$ cat config.mk
export PLATFORM = sky130hd
export DESIGN_NAME = instr_fetch
export DESIGN_NICKNAME = d
export VERILOG_FILES = /design/src/rtl/gb_cpu_pkg.sv /design/src/rtl/instr_fetch.sv
export SDC_FILE = /design/constraint.sdc
export NUM_CORES = 1
export LEC_CHECK = 0
export BUFFER_PORTS_ARGS = -buffer_cell sky130_fd_sc_hd__buf_4
export CORE_ASPECT_RATIO = 1.75
export CORE_MARGIN = 2
export CORE_UTILIZATION = 44
export DETAILED_ROUTE_END_ITERATION = 8
export PLACE_DENSITY_LB_ADDON = 0.15
export SLEW_MARGIN = 20
export SYNTH_ARGS = -nofsm -noshare
export SYNTH_HDL_FRONTEND = slang
export SYNTH_SLANG_ARGS = --single-unit
$ cat constraint.sdc
create_clock -name clk -period 1.4 [get_ports clk]
set_input_delay 0.07 -clock clk [delete_from_list [all_inputs] [get_ports clk]]
set_output_delay 0.07 -clock clk [all_outputs]
set_load 0.02 [all_outputs]
$ cat src/rtl/gb_cpu_pkg.sv
// Shared definitions for the SM83-style CPU core: opcode constants,
// register and data-bus select encodings used by decode, and the
// instruction-fetch state encoding.
package gb_cpu_pkg;

    localparam logic [7:0] OP_NOP       = 8'h00;
    localparam logic [7:0] OP_HALT      = 8'h76;
    localparam logic [7:0] OP_PREFIX_CB = 8'hCB;

    // Register field encoding as it appears in the opcode bits.
    typedef enum logic [2:0] {
        REG_B  = 3'd0,
        REG_C  = 3'd1,
        REG_D  = 3'd2,
        REG_E  = 3'd3,
        REG_H  = 3'd4,
        REG_L  = 3'd5,
        MEM_HL = 3'd6,
        REG_A  = 3'd7
    } reg_sel_t;

    // Source select for the internal data bus.
    typedef enum logic [1:0] {
        DBUS_SBUS  = 2'd0,
        DBUS_ALU   = 2'd1,
        DBUS_MEM   = 2'd2,
        DBUS_DEBUG = 2'd3
    } dbus_sel_t;

    // Instruction fetch FSM states.
    typedef enum logic [2:0] {
        IDLE     = 3'd0,
        FETCH    = 3'd1,
        FETCH_CB = 3'd2,
        HOLD     = 3'd3,
        HALTED   = 3'd4
    } fetch_state_t;

endpackage

$ cat src/rtl/instr_fetch.sv
// Instruction fetch unit: owns the program counter, fetches one opcode
// (two bytes for the CB prefix) per rising edge of decode's m1t1 strobe,
// accepts PC loads between fetches and parks in HALTED until wake.
module instr_fetch
    import gb_cpu_pkg::*;
#(
    parameter logic [15:0] RESET_PC  = 16'h0000,
    parameter logic [7:0]  PREFIX_OP = OP_PREFIX_CB
) (
    input  logic        clk,
    input  logic        rst,
    input  logic        m1t1,
    input  logic        pc_load,
    input  logic [15:0] pc_load_val,
    input  logic        halt_req,
    input  logic        wake,
    output logic        mem_rd_req,
    output logic [15:0] mem_addr,
    input  logic [7:0]  mem_rdata,
    input  logic        mem_rd_ack,
    output logic [7:0]  curr_op,
    output logic        op_cb,
    output logic        op_valid,
    output logic        fetch_busy,
    output logic [15:0] pc
);

    fetch_state_t state;
    fetch_state_t state_nxt;
    logic         m1t1_q;
    logic         trig;
    logic         fetching;

    // Edge-detect register; cleared by reset so the first m1t1 high triggers.
    always_ff @(posedge clk or negedge rst) begin
        if (!rst) m1t1_q <= 1'b0;
        else      m1t1_q <= m1t1;
    end

    assign trig = m1t1 & ~m1t1_q;

    // FSM state register.
    always_ff @(posedge clk or negedge rst) begin
        if (!rst) state <= IDLE;
        else      state <= state_nxt;
    end

    // Next-state logic and outputs decoded from the registered state only.
    always_comb begin
        state_nxt  = state;
        fetching   = 1'b0;
        mem_rd_req = 1'b0;
        fetch_busy = 1'b0;
        op_valid   = 1'b0;
        mem_addr   = pc;
        case (state)
            IDLE: begin
                if (trig) state_nxt = FETCH;
            end
            HOLD: begin
                op_valid = 1'b1;
                // A halt takes priority over a new fetch request.
                if (halt_req)  state_nxt = HALTED;
                else if (trig) state_nxt = FETCH;
            end
            HALTED: begin
                if (wake) state_nxt = FETCH;
            end
            FETCH: begin
                fetching   = 1'b1;
                mem_rd_req = 1'b1;
                fetch_busy = 1'b1;
                if (mem_rd_ack)
                    state_nxt = (mem_rdata == PREFIX_OP) ? FETCH_CB : HOLD;
            end
            FETCH_CB: begin
                fetching   = 1'b1;
                mem_rd_req = 1'b1;
                fetch_busy = 1'b1;
                // Any byte here, including another CB, is the final opcode.
                if (mem_rd_ack) state_nxt = HOLD;
            end
            default: state_nxt = IDLE;
        endcase
    end

    // PC and opcode registers: advance on each acked byte, load between fetches.
    always_ff @(posedge clk or negedge rst) begin
        if (!rst) begin
            pc      <= RESET_PC;
            curr_op <= OP_NOP;
            op_cb   <= 1'b0;
        end else if (fetching) begin
            if (mem_rd_ack) begin
                pc <= pc + 16'd1;
                if (state == FETCH_CB || mem_rdata != PREFIX_OP) begin
                    curr_op <= mem_rdata;
                    op_cb   <= (state == FETCH_CB);
                end
            end
        end else if (pc_load) begin
            pc <= pc_load_val;
        end
    end

endmodule

# Word-level counts from Yosys, hierarchy flattened

Index checks and enable logic that the tools add are counted.

Output and inout port bits: 44
Register bits: 29

Reduce and logical (&&, ||, !) cells: 7
Bitwise logic cells: 2
Equality and inequality tests: 10
Muxes and demuxes: 12
Add/subtract/negate cells: 1

Operator list:

| cell                                                 | count |
|---|---|
| 2-to-1 mux 16 bit                                    | 3 |
| adder 16 x 1 -> 16 bit (second input constant)       | 1 |
| 2-to-1 mux 3 bit                                     | 5 |
| case mux 3 bit (5 select lines)                      | 1 |
| equality test 8 bit (second input constant)          | 1 |
| inequality test 2 bit (second input constant)        | 4 |
| inequality test 8 bit (second input constant)        | 1 |
| equality test 3 x 2 -> 1 bit (second input constant) | 2 |
| AND reduction 3 bit                                  | 2 |
| equality test 3 x 1 -> 1 bit (second input constant) | 1 |
| equality test 3 bit (second input constant)          | 1 |
| logical NOT 3 bit                                    | 1 |
| 2-to-1 mux 1 bit                                     | 3 |
| AND reduction 2 bit                                  | 1 |
| nonzero test 2 bit                                   | 1 |
| OR reduction 2 bit                                   | 1 |
| AND 1 bit                                            | 1 |
| logical OR 1 bit                                     | 1 |
| inverter 1 bit                                       | 1 |

# Logic depth before layout (Yosys ltp)

Gate-level depths: netlist of the first run.

Depth in word-level cells: 5
Depth in mapped cells: 7

# Worst setup path before layout of the first run

OpenSTA, ideal clock, no wires.

Path kind: reg2reg
Start: reg pc[6], in the netlist mem_addr[6]
End: reg pc[13], in the netlist mem_addr[13]
Arrival: 1.571 ns
Data required time: 1.335 ns
Clock period less this slack: 1.636 ns
Setup time: 0.065 ns
Setup slack: -0.236 ns
Cell stages (with the launch flop): 5
Buffers on the path: 0
Path through: dfrtp_1 -> nand3_1 -> or4_1 -> a32oi_1 -> o221a_2

Word-level cells in the longest chain between the ends: 3

RTL lines:

| element                  | RTL line           | text |
|---|---|---|
| start: declaration       | instr_fetch.sv:25  | `output logic [15:0] pc` |
| start signal: assignment | instr_fetch.sv:95  | `pc <= pc + 16'd1;` |
| start signal: assignment | instr_fetch.sv:102 | `pc <= pc_load_val;` |
| adder 16 x 1 -> 16 bit   | instr_fetch.sv:95  |  |
| 2-to-1 mux 16 bit        | instr_fetch.sv:94  | `if (mem_rd_ack) begin` |
| 2-to-1 mux 16 bit        | instr_fetch.sv:93  | `end else if (fetching) begin` |

No other way between the ends. The select of a mux whose other input is x is not followed.
A chain may end at the register's enable or synchronous reset.

# Worst setup path after layout of the first run

Start: reg state[1]
End: reg pc[8], in the netlist mem_addr[8]

Word-level cells in the longest chain between the ends: 5
Elaborated cells between the ends (all ways): 8
Those cells by class: eq/ne: 3; mux: 2; reduce/logical: 3

RTL lines:

| element                                                                             | RTL line          | text |
|---|---|---|
| start: declaration                                                                  | instr_fetch.sv:28 | `fetch_state_t state;` |
| start signal: assignment                                                            | instr_fetch.sv:45 | `else state <= state_nxt;` |
| equality test 3 x 2 -> 1 bit / equality test 3 x 1 -> 1 bit (equally long branches) | instr_fetch.sv:56 | `case (state)` |
| OR reduction 2 bit (no source line) (*)                                             | -                 |  |
| 2-to-1 mux 1 bit (*)                                                                | instr_fetch.sv:56 |  |
| inequality test 2 bit (no source line) / nonzero test 2 bit (equally long branches) | -                 |  |
| AND reduction 2 bit (no source line)                                                | -                 |  |

Every way passes the cells marked *; elsewhere a longest branch is shown, timed or not.

==> results_dict.tcl, run 1 <==
set metrics [dict create \
    status "finished, violations left" \
    violations "negative setup slack" \
    multi_input_area_mm2 0.00117 \
    grt_pass1_vias 2120 \
    grt_use_total_pct 27.1 \
    clock_tree.root_cell "clkbuf_8" \
    die_w_um 53.3 \
    power.ir.vdd_worst_mv 1.94 \
    cts.path.max_buffers 2 \
    syn_to_final_growth_pct 71.3 \
    tns_ns -3.39 \
    required_ns 1.58 \
    die_area_mm2 0.00482 \
    crit_path_top_delay_cell "dfrtp_2" \
    hold_ws_ns 0.0123 \
    fmax_mhz 636 \
    drtIter0Drc 49 \
    setup_violations 27 \
    clock_sinks 29 \
    htreeDepth 2 \
    syn-num-nets 224 \
    async_reset_ff_share_pct 100 \
    tightest_slew_ns 0.378 \
    synth_area_mm2 0.00187 \
    min_path_type "in -> reg" \
    arrival_ns 1.75 \
    fp-row-count 31 \
    die_y_um 90.3 \
    crit_fanout 5 \
    numCtsBuffers 5 \
    drc 0 \
    final_nets 346 \
    yosys_warnings 0 \
    cp-end-kind "flip-flop" \
    insertion_delay_ns 0.29 \
    max_stage_delay_ns 0.48 \
    start_util_pct 45.6 \
    synth_edf_count 0 \
    final_cell_mix "120 x buf_4, 19 x dfrtp_1, 13 x buf_6" \
    worst-setup-path-type "reg -> reg" \
    antenna_found_initial 0 \
    slew_headroom_pct 74.5 \
    clk_pin_slew_ns 0.07 \
    hold_violations 0 \
    fin_crit_sh_pct 112 \
    io_buffer_count 74 \
    max_cap_viol_count 0 \
    cts_tree "done" \
    synth.avg_cell_area_um2 9.76 \
    overflow 0 \
    first_pass_iters 4 \
    setup_ws_ns -0.173 \
    placed_cell_area_mm2 0.00273 \
    grt_max_degree 30 \
    crit_path_start_kind "flip-flop" \
    synth_cell_types 56 \
    hpwl_mm 4.35 \
    fillers 288 \
    stdcell_area_mm2 0.00321 \
    final_layout_size_suffix_gt1_share_pct 64.4 \
    ios 75 \
    finClkSkew_ns 0.00558 \
    seq_area_frac_synth_pct 38.7 \
    drv_slew 0 \
    synth-main-ff-cell "dfrtp_1" \
    vias 2093 \
    place.gp.congestion 0.870 \
    antenna_left 0 \
    postLayoutCoreUtil_pct 78.0 \
    syn_inst 192 \
    core_mm2 0.00411 \
    p_per_area_mw_per_mm2 2830 \
    rsz0062_at_grt "true" \
    totalWireLength_mm 6.29 \
    synth-seq-cells 29 \
    grt_pass1_wl_mm 9.70 \
    leakage_nw 1.44 \
    crit_chain "xor2_2 > buf_4 > a21oi_4 > buf_6 > o22ai_2 > o2bb2ai_1" \
    period_needed_ns 1.57 \
    diodes 0 \
    mostFrequentLayoutCell "buf_4" \
    layout.area.seq_um2 738 \
    viasPerCell 5.75 \
    avgRoutedWirePerCell_um 17.3 \
]
[area by class of cell]
cell class	instances	share of cell area, %
tap	49	1.91
sequential	29	23.0
timing repair buffer	138	34.5
multi-input combinational	129	36.3
clock buffer	5	2.15
clock inverter	3	0.546
inverter	11	1.52
[routing by layer]
layer | global-route usage [%] | vias to the layer above | wire length (um) | part of all wire (%)
met2 | 47.9 | 97 | 3530 | 56
met4 | 15.8 | 0 | 194 | 3.1
met1 | 28.2 | 1020 | 2210 | 35
li1 | - | 958 | - | -
met3 | 4.30 | 18 | 355 | 5.6
met5 | 0 | - | 0 | 0
[critical path, delay by kind of cell (launching register included)]
kind	cells	cell delay, ns
AOI/OAI and AO/OA	3	0.40
xor gates and xnor gates	1	0.22
buffers and inverters	2	0.35
DFF	1	0.48
[registers in the layout, summed over array words and instances, names as in the netlist]
signal	flops
mem_addr	16
op_cb	1
state	3
curr_op	8
m1t1_q	1
[repair_timing]
| item | in CTS | in global routing |
|---|---|---|
| hold buffers | 4 | 0 |
| gates resized for setup | 39 | 19 |
| pin swaps | 13 | 7 |
| endpoints found under the setup margin | 27 | 28 |
| cloned | 1 | 0 |
| hold endpoints to repair | 31 | 0 |
| buffers inserted | 5 | 6 |
[path summary, 6_finish.rpt]
kind,start,end,slack (ns),cells after the start
worst max register to register,state[1]$_DFFE_PN0P_,mem_addr[8]$_DFFE_PN0P_,-0.17,6
worst max-delay path,state[1]$_DFFE_PN0P_,mem_addr[8]$_DFFE_PN0P_,-0.17,6
max in group asynchronous,rst,state[1]$_DFFE_PN0P_,0.85,2
worst min-delay path,pc_load_val[0],mem_addr[0]$_DFFE_PN0P_,0.01,3
worst min register to register,op_cb$_DFFE_PN0P_,op_cb$_DFFE_PN0P_,0.50,1
min in group asynchronous,rst,mem_addr[3]$_DFFE_PN0P_,0.25,2
[logic make-up (layout without fill, tap and decap cells)]
logic type / Yosys count / after routing / share of synthesized area [%]
AO/OA/AOI/OAI: 51 / 51 / 21.7
multiplexers: 9 / 9 / 5.34
flip-flops: 29 / 29 / 38.7
AND/OR/NAND/NOR: 66 / 66 / 20.4
XOR/XNOR: 2 / 2 / 1.74
adder cells (fa/ha/maj): 1 / 1 / 0.668
buffers and inverters: 34 / 157 / 11.4
[Yosys cell counts, types with 2 or more instances]
| cell type | n | area share, % |
|---|---|---|
| dfrtp_1 | 29 | 39 |
| buf_4 | 18 | 7.2 |
| nor2_1 | 12 | 2.4 |
| nand2_1 | 10 | 2.0 |
| nor3_1 | 10 | 2.7 |
| inv_1 | 9 | 1.8 |
| nand3_1 | 9 | 2.4 |
| mux2_2 | 8 | 4.8 |
| a21oi_1 | 7 | 1.9 |
| o22ai_1 | 7 | 2.3 |
| o2bb2ai_1 | 7 | 3.3 |
| a22oi_1 | 4 | 1.6 |
| and3_1 | 4 | 1.3 |
| nor4_1 | 4 | 1.3 |
| o21ai_0 | 3 | 0.80 |
| a2bb2oi_1 | 2 | 0.94 |
| a311oi_1 | 2 | 0.94 |
| and4_1 | 2 | 0.94 |
| buf_2 | 2 | 0.53 |
| buf_6 | 2 | 1.2 |
| inv_2 | 2 | 0.40 |
| nand2b_1 | 2 | 0.67 |
| nand4_1 | 2 | 0.67 |
| o21ai_2 | 2 | 0.94 |
| o311ai_0 | 2 | 0.94 |
[power breakdown]
part | internal (W) | switching (W) | leakage [nW]
registers | 0.00127 | 0.000437 | 0.329
clock network | 0.000342 | 0.000347 | 0.0439
logic | 0.00329 | 0.00338 | 1.07
[per-stage QoR]
stage,setup slack (ns),power (W),cells
after floorplan,-0.138,0.00489,192
after global placement,-0.138,0.00706,342
after detailed placement,-0.209,0.00713,342
after CTS,-0.135,0.00862,358
after global routing,-0.220,0.00957,364
final,-0.173,0.00908,364
Note: power is estimated with default switching activity, not from simulation.
==> run 2, diff against run 1 <==
--- a/config.mk
+++ b/config.mk
@@ -8,9 +8,11 @@
 export BUFFER_PORTS_ARGS = -buffer_cell sky130_fd_sc_hd__buf_4
 export CORE_ASPECT_RATIO = 1.75
 export CORE_MARGIN = 2
-export CORE_UTILIZATION = 44
+export CORE_UTILIZATION = 48
 export DETAILED_ROUTE_END_ITERATION = 8
+export GPL_ROUTABILITY_DRIVEN = 0
 export PLACE_DENSITY_LB_ADDON = 0.15
+export SKIP_CTS_REPAIR_TIMING = 1
 export SLEW_MARGIN = 20
 export SYNTH_ARGS = -nofsm -noshare
 export SYNTH_HDL_FRONTEND = slang
==> constraint.sdc (replaced) <==
create_clock -name clk -period 1.8 [get_ports clk]
set_input_delay 0.09 -clock clk [delete_from_list [all_inputs] [get_ports clk]]
set_output_delay 0.09 -clock clk [all_outputs]
set_load 0.02 [all_outputs]
==> results_dict.tcl, run 2 (synthesis gave the netlist of run 1 again) <==
set metrics [dict create \
    clockPowerShare_pct 11.2 \
    tns_ns 0 \
    mostFrequentLayoutCell "buf_4" \
    crit_fanout 12 \
    rr_endpoint "mem_addr[13]$_DFFE_PN0P_" \
    grt_pass1_vias 1678 \
    cts.path.max_buffers 2 \
    antenna_found_initial 0 \
    leakage_nw 1.14 \
    period_needed_ns 1.69 \
    reg2regPathDepth 4 \
    clock_tree.root_cell "clkbuf_8" \
    avgRoutedWirePerCell_um 16.3 \
    grt_use_total_pct 24.4 \
    first_pass_iters 4 \
    max_cap_viol_count 0 \
    final_cell_mix "84 x buf_4, 27 x dfrtp_1, 12 x nor2_1" \
    antenna_left 0 \
    placedCellCount 301 \
    clk_pin_slew_ns 0.06 \
    critPathMostFrequentCell "o21ai_2" \
    crit_chain "xnor2_2 > o21ai_2 > o21ai_2 > o221a_2" \
    ios 75 \
    whs_path_depth 3 \
    max_stage_delay_ns 0.51 \
    worst-setup-path-type "reg -> reg" \
    overflow 0 \
    drc 0 \
    p_per_area_mw_per_mm2 2130 \
    final_nets 295 \
    min_path_type "in -> reg" \
    totalWireLength_mm 5.09 \
    status "complete, no violations" \
    hpwl_mm 3.78 \
    seqPwrFrac_pct 25.8 \
    r2r-start "state[1]$_DFFE_PN0P_" \
    finClkSkew_ns 0.00603 \
    fin_cells 312 \
    swShare_pct 48.2 \
    htreeDepth 2 \
    drtIter0Drc 54 \
    grt_max_degree 30 \
    die_w_um 51.2 \
    cp-end-kind "flip-flop" \
    r2r_slack_ns 0.11 \
    crit_path_start_kind "flip-flop" \
    viasPerCell 5.72 \
    die_y_um 86.6 \
    comb_power_share_pct 63.1 \
    power.internal_w 0.00280 \
    diodes 0 \
    numCtsBuffers 5 \
    power.switching_w 0.00260 \
    slew_headroom_pct 61.8 \
    required_ns 1.98 \
    clock_sinks 29 \
    fmax_mhz 591 \
    fp-row-count 30 \
    core_mm2 0.00383 \
    arrival_ns 1.87 \
    hold_violations 0 \
    crit_path_top_delay_cell "dfrtp_2" \
    power.ir.vdd_worst_mv 1.37 \
    syn_to_final_growth_pct 35.5 \
    die_area_mm2 0.00444 \
    tightest_slew_ns 0.570 \
    start_util_pct 48.9 \
    grt_pass1_wl_mm 8.16 \
    min_to "state[2]$_DFFE_PN0P_" \
    vias 1785 \
    setup_violations 0 \
    cts_tree "done" \
    drv_slew 0 \
    worstHoldStart "halt_req" \
    largest_reg_flops 16 \
    insertion_delay_ns 0.29 \
    io_buffer_count 74 \
    fin_crit_sh_pct 94.1 \
    final_layout_size_suffix_gt1_share_pct 44.3 \
]
run 2: cell count changes in the layout (fill, tap and decap cells not counted), moves of 3 or more:
cell / delta
nand3_1: +4
buf_6: -13
o2bb2ai_1: +4
dfrtp_1: +8
o22ai_1: +4
o22ai_2: -3
a21oi_1: +3
o2bb2ai_2: -4
buf_4: -36
dfrtp_2: -8
run 2: worst max-delay path: cells and delay by family (launching register included):
kind / cells / cell delay, ns
compound gates: 3 / 0.79
xor+xnor: 1 / 0.28
flops: 1 / 0.51
run 2: worst max-delay path by stage:
stage / startpoint / end / cells past startpoint
finish: state[1]$_DFFE_PN0P_ / mem_addr[13]$_DFFE_PN0P_ / 4
global route: state[1]$_DFFE_PN0P_ / mem_addr[15]$_DFFE_PN0P_ / 4
CTS: state[1]$_DFFE_PN0P_ / fetch_busy / 4
detailed placement: state[1]$_DFFE_PN0P_ / mem_addr[13]$_DFFE_PN0P_ / 4
global placement: state[0]$_DFFE_PN0P_ / curr_op[3]$_DFFE_PN0P_ / 5
floorplan: mem_addr[6]$_DFFE_PN0P_ / mem_addr[13]$_DFFE_PN0P_ / 4
run 2: metal layers:
layer	track usage [%]	share of wire (%)	routed length, um
met1	29.4	37	1890
met2	41.6	54	2770
met3	5.69	6.6	336
met4	9.81	1.8	91
met5	0	0	0
run 2: layout make-up:
cell class | instances | area [um2]
fill | 361 | 1290
multi-input combinational | 129 | 946
sequential | 29 | 728
timing repair buffer | 87 | 661
clock buffer | 7 | 96.3
tap | 48 | 60.1
inverter | 11 | 41.3
clock inverter | 1 | 5.00
run 2: power groups by stage:
stage,Combinational [W],Sequential [W],Clock (W)
2_1_floorplan,0.00211,0.00163,0
4_1_cts,0.00340,0.00137,0.000617
3_5_place_dp,0.00339,0.00138,0
5_1_grt,0.00368,0.00145,0.000648
6_report,0.00341,0.00139,0.000604
3_3_place_gp,0.00336,0.00137,0
run 2: through the flow:
stage | hold WS, ns | power [W] | setup slack (ns) | utilization [%] | cell area (um2)
floorplan | -0.206 | 0.00374 | 0.164 | - | 1870
global placement | 0.0403 | 0.00474 | 0.0982 | 62.5 | 2390
detailed placement | 0.0471 | 0.00477 | 0.0424 | 62.5 | 2390
CTS | -0.263 | 0.00539 | -0.0588 | 65.1 | 2490
global route | 0.0342 | 0.00577 | -0.00655 | 66.3 | 2540
finish | 0.0177 | 0.00540 | 0.107 | 66.3 | 2540
